## src/rtl/uart_pkg.sv

```systemverilog
// UART receive-side shared types and constants.
// Used by uart_rx_ctrl and uart_rx_fifo.
package uart_pkg;

  typedef enum logic [1:0] {
    TRIG_1  = 2'b00,
    TRIG_4  = 2'b01,
    TRIG_8  = 2'b10,
    TRIG_14 = 2'b11
  } trig_lvl_e;

  typedef enum logic [1:0] {
    TO_IDLE,
    TO_ARMED,
    TO_TIMEOUT
  } to_state_e;

  typedef struct packed {
    logic       bi;
    logic       fe;
    logic       pe;
    logic [7:0] data;
  } rx_entry_t;

  localparam int TO_TICKS = 4;

  // Trigger entry count, clamped to the FIFO depth
  function automatic int trig_entries(
    trig_lvl_e t,
    int        depth
  );
    int n;
    n = 1;
    unique case (t)
      TRIG_1:  n = 1;
      TRIG_4:  n = 4;
      TRIG_8:  n = 8;
      TRIG_14: n = 14;
    endcase
    return (n > depth) ? depth : n;
  endfunction

endpackage

```

## src/rtl/uart_rx_fifo.sv

```systemverilog
// Receive FIFO storage with wrapping pointers.
// Push/pop must arrive pre-qualified by the controller.
module uart_rx_fifo
  import uart_pkg::*;
#(
  parameter int DEPTH = 16
) (
  input  logic                   clk,
  input  logic                   rst,
  input  logic                   clr,
  input  logic                   push,
  input  logic                   pop,
  input  rx_entry_t              din,
  output rx_entry_t              head,
  output logic [$clog2(DEPTH):0] level
);

  localparam int AW = $clog2(DEPTH);
  localparam int LW = AW + 1;

  rx_entry_t      mem [DEPTH];
  logic [AW-1:0]  wp;
  logic [AW-1:0]  rp;

  // Entry storage, deliberately not reset
  always_ff @(posedge clk) begin
    if (push) mem[wp] <= din;
  end

  // Pointers and occupancy
  always_ff @(posedge clk or negedge rst) begin
    if (!rst) begin
      wp    <= '0;
      rp    <= '0;
      level <= '0;
    end else if (clr) begin
      wp    <= '0;
      rp    <= '0;
      level <= '0;
    end else begin
      if (push) wp <= wp + 1'b1;
      if (pop)  rp <= rp + 1'b1;
      level <= level + LW'(push) - LW'(pop);
    end
  end

  assign head = mem[rp];

endmodule

```

## src/rtl/uart_rx_ctrl.sv

```systemverilog
// UART receive controller: FIFO, overrun, error count, interrupt.
// Define UART_RX_TIMEOUT_EN to build the character timeout FSM.
module uart_rx_ctrl
  import uart_pkg::*;
#(
  parameter int DEPTH = 16
) (
  input  logic                   clk,
  input  logic                   rst,
  input  logic                   rx_push,
  input  logic [7:0]             rx_dout,
  input  logic                   rx_pe,
  input  logic                   rx_fe,
  input  logic                   rx_bi,
  input  logic                   rbr_rd,
  input  logic                   lsr_rd,
  input  logic                   fifo_en,
  input  logic                   fifo_clr,
  input  logic [1:0]             trig_lvl,
  input  logic                   char_tick,
  output logic [7:0]             rbr,
  output logic                   dr,
  output logic                   oe,
  output logic                   pe,
  output logic                   fe,
  output logic                   bi,
  output logic                   fifo_err,
  output logic                   rx_int,
  output logic [$clog2(DEPTH):0] level
);

  localparam int LW = $clog2(DEPTH) + 1;

  logic          fifo_en_q;
  logic          flush;
  logic          full;
  logic          push_ok;
  logic          pop_ok;
  logic          ovr;
  logic          err_inc;
  logic          err_dec;
  logic          to_int;
  logic [LW-1:0] eff_depth;
  logic [LW-1:0] trig;
  logic [LW-1:0] err_cnt;
  logic [LW-1:0] lvl_nxt;
  rx_entry_t     din;
  rx_entry_t     head;

  assign flush     = fifo_clr | (fifo_en != fifo_en_q);
  assign eff_depth = fifo_en ? LW'(DEPTH) : LW'(1);
  assign full      = (level == eff_depth);
  assign dr        = (level != '0);
  assign pop_ok    = rbr_rd & dr & ~flush;
  assign push_ok   = rx_push & ~flush & (~full | pop_ok);
  assign ovr       = rx_push & ~flush & full & ~pop_ok;
  assign lvl_nxt   = level + LW'(push_ok) - LW'(pop_ok);

  assign din = '{bi: rx_bi, fe: rx_fe, pe: rx_pe, data: rx_dout};

  uart_rx_fifo #(
    .DEPTH (DEPTH)
  ) u_fifo (
    .clk   (clk),
    .rst   (rst),
    .clr   (flush),
    .push  (push_ok),
    .pop   (pop_ok),
    .din   (din),
    .head  (head),
    .level (level)
  );

  assign rbr = dr ? head.data : 8'h00;
  assign pe  = dr & head.pe;
  assign fe  = dr & head.fe;
  assign bi  = dr & head.bi;

  // Remember the mode so a change flushes the FIFO
  always_ff @(posedge clk or negedge rst) begin
    if (!rst) fifo_en_q <= 1'b0;
    else      fifo_en_q <= fifo_en;
  end

  // Sticky overrun; a new overrun wins over lsr_rd
  always_ff @(posedge clk or negedge rst) begin
    if (!rst)        oe <= 1'b0;
    else if (ovr)    oe <= 1'b1;
    else if (lsr_rd) oe <= 1'b0;
  end

  assign err_inc = push_ok & (rx_pe | rx_fe | rx_bi);
  assign err_dec = pop_ok & (head.pe | head.fe | head.bi);

  // Count of stored entries carrying any error flag
  always_ff @(posedge clk or negedge rst) begin
    if (!rst)       err_cnt <= '0;
    else if (flush) err_cnt <= '0;
    else            err_cnt <= err_cnt + LW'(err_inc) - LW'(err_dec);
  end

  assign fifo_err = (err_cnt != '0);

  assign trig = LW'(trig_entries(trig_lvl_e'(trig_lvl), DEPTH));

`ifdef UART_RX_TIMEOUT_EN
  localparam int TW = $clog2(TO_TICKS);
  localparam logic [TW-1:0] TICK_MAX = TW'(TO_TICKS - 1);

  to_state_e     to_st;
  logic [TW-1:0] tk;

  // Character timeout: idle ticks while data waits in the FIFO
  always_ff @(posedge clk or negedge rst) begin
    if (!rst) begin
      to_st <= TO_IDLE;
      tk    <= '0;
    end else if (flush || !fifo_en || lvl_nxt == '0) begin
      to_st <= TO_IDLE;
      tk    <= '0;
    end else begin
      unique case (to_st)
        TO_IDLE: begin
          to_st <= TO_ARMED;
          tk    <= '0;
        end
        TO_ARMED: begin
          if (push_ok || pop_ok) begin
            tk <= '0;
          end else if (char_tick) begin
            if (tk == TICK_MAX) begin
              to_st <= TO_TIMEOUT;
              tk    <= '0;
            end else begin
              tk <= tk + 1'b1;
            end
          end
        end
        TO_TIMEOUT: begin
          if (pop_ok) begin
            to_st <= TO_ARMED;
            tk    <= '0;
          end
        end
        default: begin
          to_st <= TO_IDLE;
          tk    <= '0;
        end
      endcase
    end
  end

  assign to_int = (to_st == TO_TIMEOUT);
`else
  logic unused_tick;
  assign unused_tick = char_tick;
  assign to_int      = 1'b0;
`endif

  assign rx_int = (fifo_en ? (level >= trig) : dr) | to_int;

endmodule

```

## config.mk

```make
export PLATFORM = sky130hd
export DESIGN_NAME = uart_rx_ctrl
export DESIGN_NICKNAME = d
export VERILOG_FILES = /design/src/rtl/uart_pkg.sv /design/src/rtl/uart_rx_fifo.sv /design/src/rtl/uart_rx_ctrl.sv
export SDC_FILE = /design/constraint.sdc
export NUM_CORES = 1
export LEC_CHECK = 0
export CAP_MARGIN = 10
export CORE_ASPECT_RATIO = 1.4
export CORE_MARGIN = 4
export CORE_UTILIZATION = 40
export DETAILED_ROUTE_END_ITERATION = 6
export GPL_TIMING_DRIVEN = 0
export SLEW_MARGIN = 20
export SYNTH_ARGS = -nofsm -noshare
export SYNTH_HDL_FRONTEND = slang
export SYNTH_SLANG_ARGS = --single-unit
```

## constraint.sdc

```tcl
create_clock -name clk -period 10.7 [get_ports clk]
set_clock_uncertainty 0.2 [all_clocks]
set_input_delay 2.675 -clock clk [delete_from_list [all_inputs] [get_ports clk]]
set_output_delay 2.675 -clock clk [all_outputs]
set_load 0.02 [all_outputs]
```

Yosys cells after proc, flatten, opt, wreduce, memory -nomap -nowiden
Memory sizes are Yosys's and may differ from the RTL's.
Cells that the tools add are included.
{"block": "totals", "regBits": 20, "ram_bits": 176, "in_bits": 21, "n_memories": 1}
{"memory": "u_fifo.mem", "depth": 16, "word_bits": 11, "rd": 1, "rd_ports_with_merged_regs": 0, "wr": 1, "line": "uart_rx_fifo.sv:21", "text": "rx_entry_t mem [DEPTH];"}
{"block": "op_classes", "addsub": 6, "magnitude_cmp": 2, "n_eq_ne": 5, "muxes": 15, "n_bitwise": 20, "n_reduce_logical": 6}
{"cell": "32-bit one-hot mux with 4 select lines", "n": 1}
{"cell": "32-bit by 6-bit > comparator with 1-bit output, second input constant", "n": 1}
{"cell": "5-bit two-way mux", "n": 4}
{"cell": "4-bit two-way mux", "n": 4}
{"cell": "1-bit bitwise AND", "n": 11}
{"cell": "5-bit by 1-bit adder with 5-bit output", "n": 2}
{"cell": "5-bit nonzero test", "n": 2}
{"cell": "5-bit by 1-bit subtractor with 5-bit output", "n": 2}
{"cell": "4-bit by 1-bit adder with 4-bit output, second input constant", "n": 2}
{"cell": "8-bit two-way mux", "n": 1}
{"cell": "1-bit OR", "n": 6}
{"cell": "2-bit nonzero test", "n": 3}
{"cell": "5-bit == test", "n": 1}
{"cell": "5-bit >= comparator", "n": 1}
{"cell": "1-bit two-way mux", "n": 5}
{"cell": "2-bit == test, second input constant", "n": 2}
{"cell": "1-bit inverter", "n": 3}
{"cell": "2-bit by 1-bit == test with 1-bit output, second input constant", "n": 1}
{"cell": "2-bit zero test", "n": 1}
{"cell": "1-bit inequality test", "n": 1}

Logic depth before layout (Yosys ltp)
Gate-level depths: netlist (run 1).
{"block": "logic_depth", "ltp_word": 10, "mapped_depth": 18}

Modules after synthesis
A second synthesis (run 1) with hierarchy kept.
{"block": "unflattened", "hier_cells": 444, "hier_area_um2": 8289.2}
{"mod": "uart_rx_fifo", "n_inst": 1, "cells_each": 363, "area_per_inst_um2": 7557.2, "seq_area_each_um2": 5610.4}
{"mod": "uart_rx_ctrl", "n_inst": 1, "cells_each": 81, "area_per_inst_um2": 732.0, "seq_area_each_um2": 175.2}

Least setup slack after synthesis (run 1)
Ideal clock, no wire load.
{"block": "synth_path", "kind": "input port to output port", "start": "in trig_lvl[0]", "end": "out rx_int", "t_arrival_ps": 3670, "path_slack_ps": 4155, "cell_stages": 7, "path_buffers": 0, "path_cell_list": "nor2_1 > ha_1 > nand2b_1 > a21oi_1 > nor2b_1 > o21ai_0 > a31oi_1"}
{"block": "synth_via", "elab_chain_len": 6, "elab_cells_between_ends": 9, "cone_classes": "2 x order compare; 3 x eq/ne; 3 x mux; 1 x reduce/logical"}
{"element": "start: declaration", "line": "uart_rx_ctrl.sv:19", "text": "input logic [1:0] trig_lvl,"}
{"element": "2-bit == test, or another cell as far along", "line": "uart_pkg.sv:34", "text": "unique case (t)"}
{"element": "32-bit one-hot mux with 4 select lines (*)", "line": "uart_pkg.sv:34"}
{"element": "32-bit by 6-bit > comparator with 1-bit output", "line": "uart_pkg.sv:40", "text": "return (n > depth) ? depth : n;"}
{"element": "5-bit two-way mux (*)", "line": "uart_pkg.sv:40"}
{"element": "5-bit >= comparator (*)", "line": "uart_rx_ctrl.sv:160", "text": "assign rx_int = (fifo_en ? (level >= trig) : dr) | to_int;"}
{"element": "1-bit two-way mux (*)", "line": "uart_rx_ctrl.sv:160"}
{"element": "end: declaration", "line": "uart_rx_ctrl.sv:28", "text": "output logic rx_int,"}
Every way passes the cells marked *; elsewhere a longest branch is shown, timed or not. The select of a mux whose other input is x is not followed.

Final worst setup path (run 1)
Same ends and word-level chain as after synthesis.

==> results of run 1 <==
[worst min-delay path: stages (launching register included)]
cell and delay [ns]:
dfrtp_1 0.38, inv_1 0.05, o22ai_1 0.06
[placed cells by master, fill, tap and decap left out, types with 3 or more instances in the layout]
cell type,Yosys,final
mux2i_1,13,13
mux4_2,46,46
buf_1,5,5
clkinv_2,0,3
nor3_1,3,3
o21ai_0,4,4
inv_6,0,3
clkbuf_16,0,17
a21oi_1,10,10
clkbuf_1,4,7
and2_1,29,29
a221oi_1,6,6
edfxtp_1,176,176
clkdlybuf4s50_1,0,39
ha_1,21,21
xor2_1,5,5
dfrtp_1,20,20
nor2b_1,3,3
xnor2_1,8,8
nand3_1,3,3
nor2_1,21,21
inv_1,22,22
buf_6,3,3
a22oi_1,3,3
nand2_1,7,7
[stage by stage]
step	instance area, um2	setup WS, ns	instances
after floorplan	8170	4.15	439
after global placement	8870	3.22	730
after detailed placement	8880	3.20	730
after CTS	9460	3.19	762
after global routing	9460	3.07	762
final	9460	3.18	762
[logic make-up (layout without fill, tap and decap cells)]
| kind of cell | after synthesis | in the layout | share of synthesized area |
|---|---|---|---|
| AOI/OAI and AO/OA | 32 | 32 | 0.0256 |
| xor gates and xnor gates | 13 | 13 | 0.0139 |
| adders and majority gates | 23 | 23 | 0.0371 |
| buffers and inverters | 38 | 109 | 0.0213 |
| DFF | 196 | 196 | 0.708 |
| muxes | 59 | 59 | 0.143 |
| and+or+nand+nor | 78 | 78 | 0.0512 |
[routing by layer]
metal	track usage	wire [um]	vias to the layer above
li1	-	-	1834
met1	0.188	6570	2118
met3	0.0293	632	26
met5	0	0	-
met2	0.269	8930	99
met4	0.0604	461	0
[power by group through the flow]
stage	sequential [mW]	combinational (mW)	clock, mW
finish	0.841	0.0865	0.623
global route	0.841	0.0943	0.667
CTS	0.841	0.0883	0.633
detailed placement	0.858	0.0880	0
floorplan	0.858	0.0442	0
global placement	0.857	0.0856	0
[registers in the layout, summed over array words and instances, names as in the netlist]
signal and count:
fifo_en_q 1, u_fifo.wp 4, u_fifo.mem 176, u_fifo.level 5
oe 1, u_fifo.rp 4, err_cnt 5
[worst paths after layout]
| kind | start | endpoint | slack, ns |
|---|---|---|---|
| worst min register to register | oe | oe | 0.33 |
| worst max register to register | u_fifo.rp[3] | err_cnt[4] | 6.64 |
| worst max-delay path | trig_lvl[0] | rx_int | 3.18 |
| min in group asynchronous | rst | err_cnt[3] | 2.56 |
| max in group asynchronous | rst | u_fifo.rp[2] | 7.18 |
| worst min-delay path | oe | oe | 0.33 |
[final cells by class]
class	instances	area share
Buffer	15	0.00926
Clock buffer	21	0.0476
Clock inverter	11	0.0134
Inverter	23	0.00913
Multi-Input combinational cell	205	0.234
Sequential cell	196	0.612
Tap cell	252	0.0333
Timing Repair Buffer	39	0.0413
==> flow_summary.ini, run 1 <==
[logic_synthesis]
synth_seq_cells = 196
synth_top_area_cell = edfxtp_1
syn-cell-area_um2 = 8170
syn_inst = 439
synth_warnings = 0
synth_common_cells = edfxtp_1, mux4_2, and2_1
syn_area_per_cell_um2 = 18.6
yosysUniqueCellTypes = 41
seq_area_frac_synth = 0.708
syn_nets = 483
synth-main-ff-cell = edfxtp_1
async_flop_share = 0.102
synthTopCellsByArea = edfxtp_1, mux4_2, dfrtp_1
synth_edf_count = 176
synth.most_common_cell = edfxtp_1
synth_top_area_frac = 0.647

[floorplanning]
rows = 61
die_w_um = 129
initial_core_util = 0.409
die-height_um = 177
boundaryPins = 41
die_area_um2 = 22800
coreArea_um2 = 20000

[cells_and_area]
syn_to_final_growth_pct = 15.8
antenna_cells = 0
final_core_util = 0.473
multi_input_area_um2 = 2220
regArea_um2 = 5790
final_layout_size_suffix_gt1_frac = 0.165
nets = 541
fill_cells = 1732

[setup_path]
max_stage_delay_ns = 0.63
worstPathCellList = clkdlybuf4s50_1 -> nor2_1 -> ha_1 -> nand2b_1 -> a21oi_1 -> nor2b_1 -> o21ai_0 -> a31oi_1 -> clkdlybuf4s50_1
cp.required_ns = 7.83
cp_num_buf_inv = 2
arrival_ns = 4.64
cp-start-kind = primary input
ff2ff_path_depth = 16
critPathKind = primary input to output pin
crit_fanout = 3
cpLargestDelayFamily = buffers and inverters
cp-end-kind = output pin
path_depth = 9
worst_path_most_repeated_cell = clkdlybuf4s50_1
slowest_stage = clkdlybuf4s50_1

[clock_tree]
postCtsSetupRepairBufs = 0
cts_buffer_depth = 2
cts.clk_slew.worst_paths_ns = 0.07
cts_tree = done
cts_num_sinks = 196
clock_latency_ns = 0.42
cts_max_level = 4
cts_made_buffers = 17
cts_resized = 0
cts_root_buffer = clkbuf_16
cts_hold_buffers = 0

[detailed_routing]
drt-total-wl_um = 16600
ant_nets = 0
drtPass1Iterations = 4
vias = 4077
viasPerCell = 5.35
drc_errors = 0
wl_per_cell_um = 21.8
drtIter0Drc = 279

[power]
peakVddDrop_uv = 87.5
internal_power_mw = 1.23
power.total_mw = 1.55
swShare = 0.208
power.switching_uw = 322
p_clk_frac = 0.402
p_per_area_nw_per_um2 = 164
pwr-share-seq = 0.542
pwr-share-comb = 0.056
p_leak_nw = 3.10

[sta]
rsz0062_at_grt = false
finalSetupViolCount = 0
hold_ws_ns = 0.334
max_slew_margin = 0.356
final.period_utilization = 0.702
finalHoldViolations = 0
fmax_mhz = 133
fin_tns_setup_ns = 0
min_period_ns = 7.52
slew_violations = 0
tightest_slew_ns = 0.966

[hold_path]
hold_depth = 2
hp-class = register to register

[global_routing]
grt_max_degree = 21
antenna_found_initial = 0
grt_pass1_wl_um = 25400
grt_pass1_vias = 4281
grt_use_total = 0.154
overflow = 0

[placement]
port_buffers = 39
gp_congestion = 0.787
dp_hpwl_um = 11000

[flow_run]
cap_violations = 0

[outcome]
status = complete, no violations
Note: power is estimated with default switching activity, not from simulation.
==> run 2: changes to the inputs <==
clock period = 6.2 ns   (was 10.7 ns; I/O delays follow)
==> results of run 2 <==
The final DEF is identical to that of run 1. Status: complete, no violations.
Main changes from that run: setup slack after placement 3.20 ns -> 0.946 ns; setup slack after layout 3.18 ns -> 0.933 ns; register-to-register setup slack 6.64 ns -> 2.14 ns; total power 1.55 mW -> 2.68 mW; worst IR drop on VDD 87.5 uV -> 151 uV
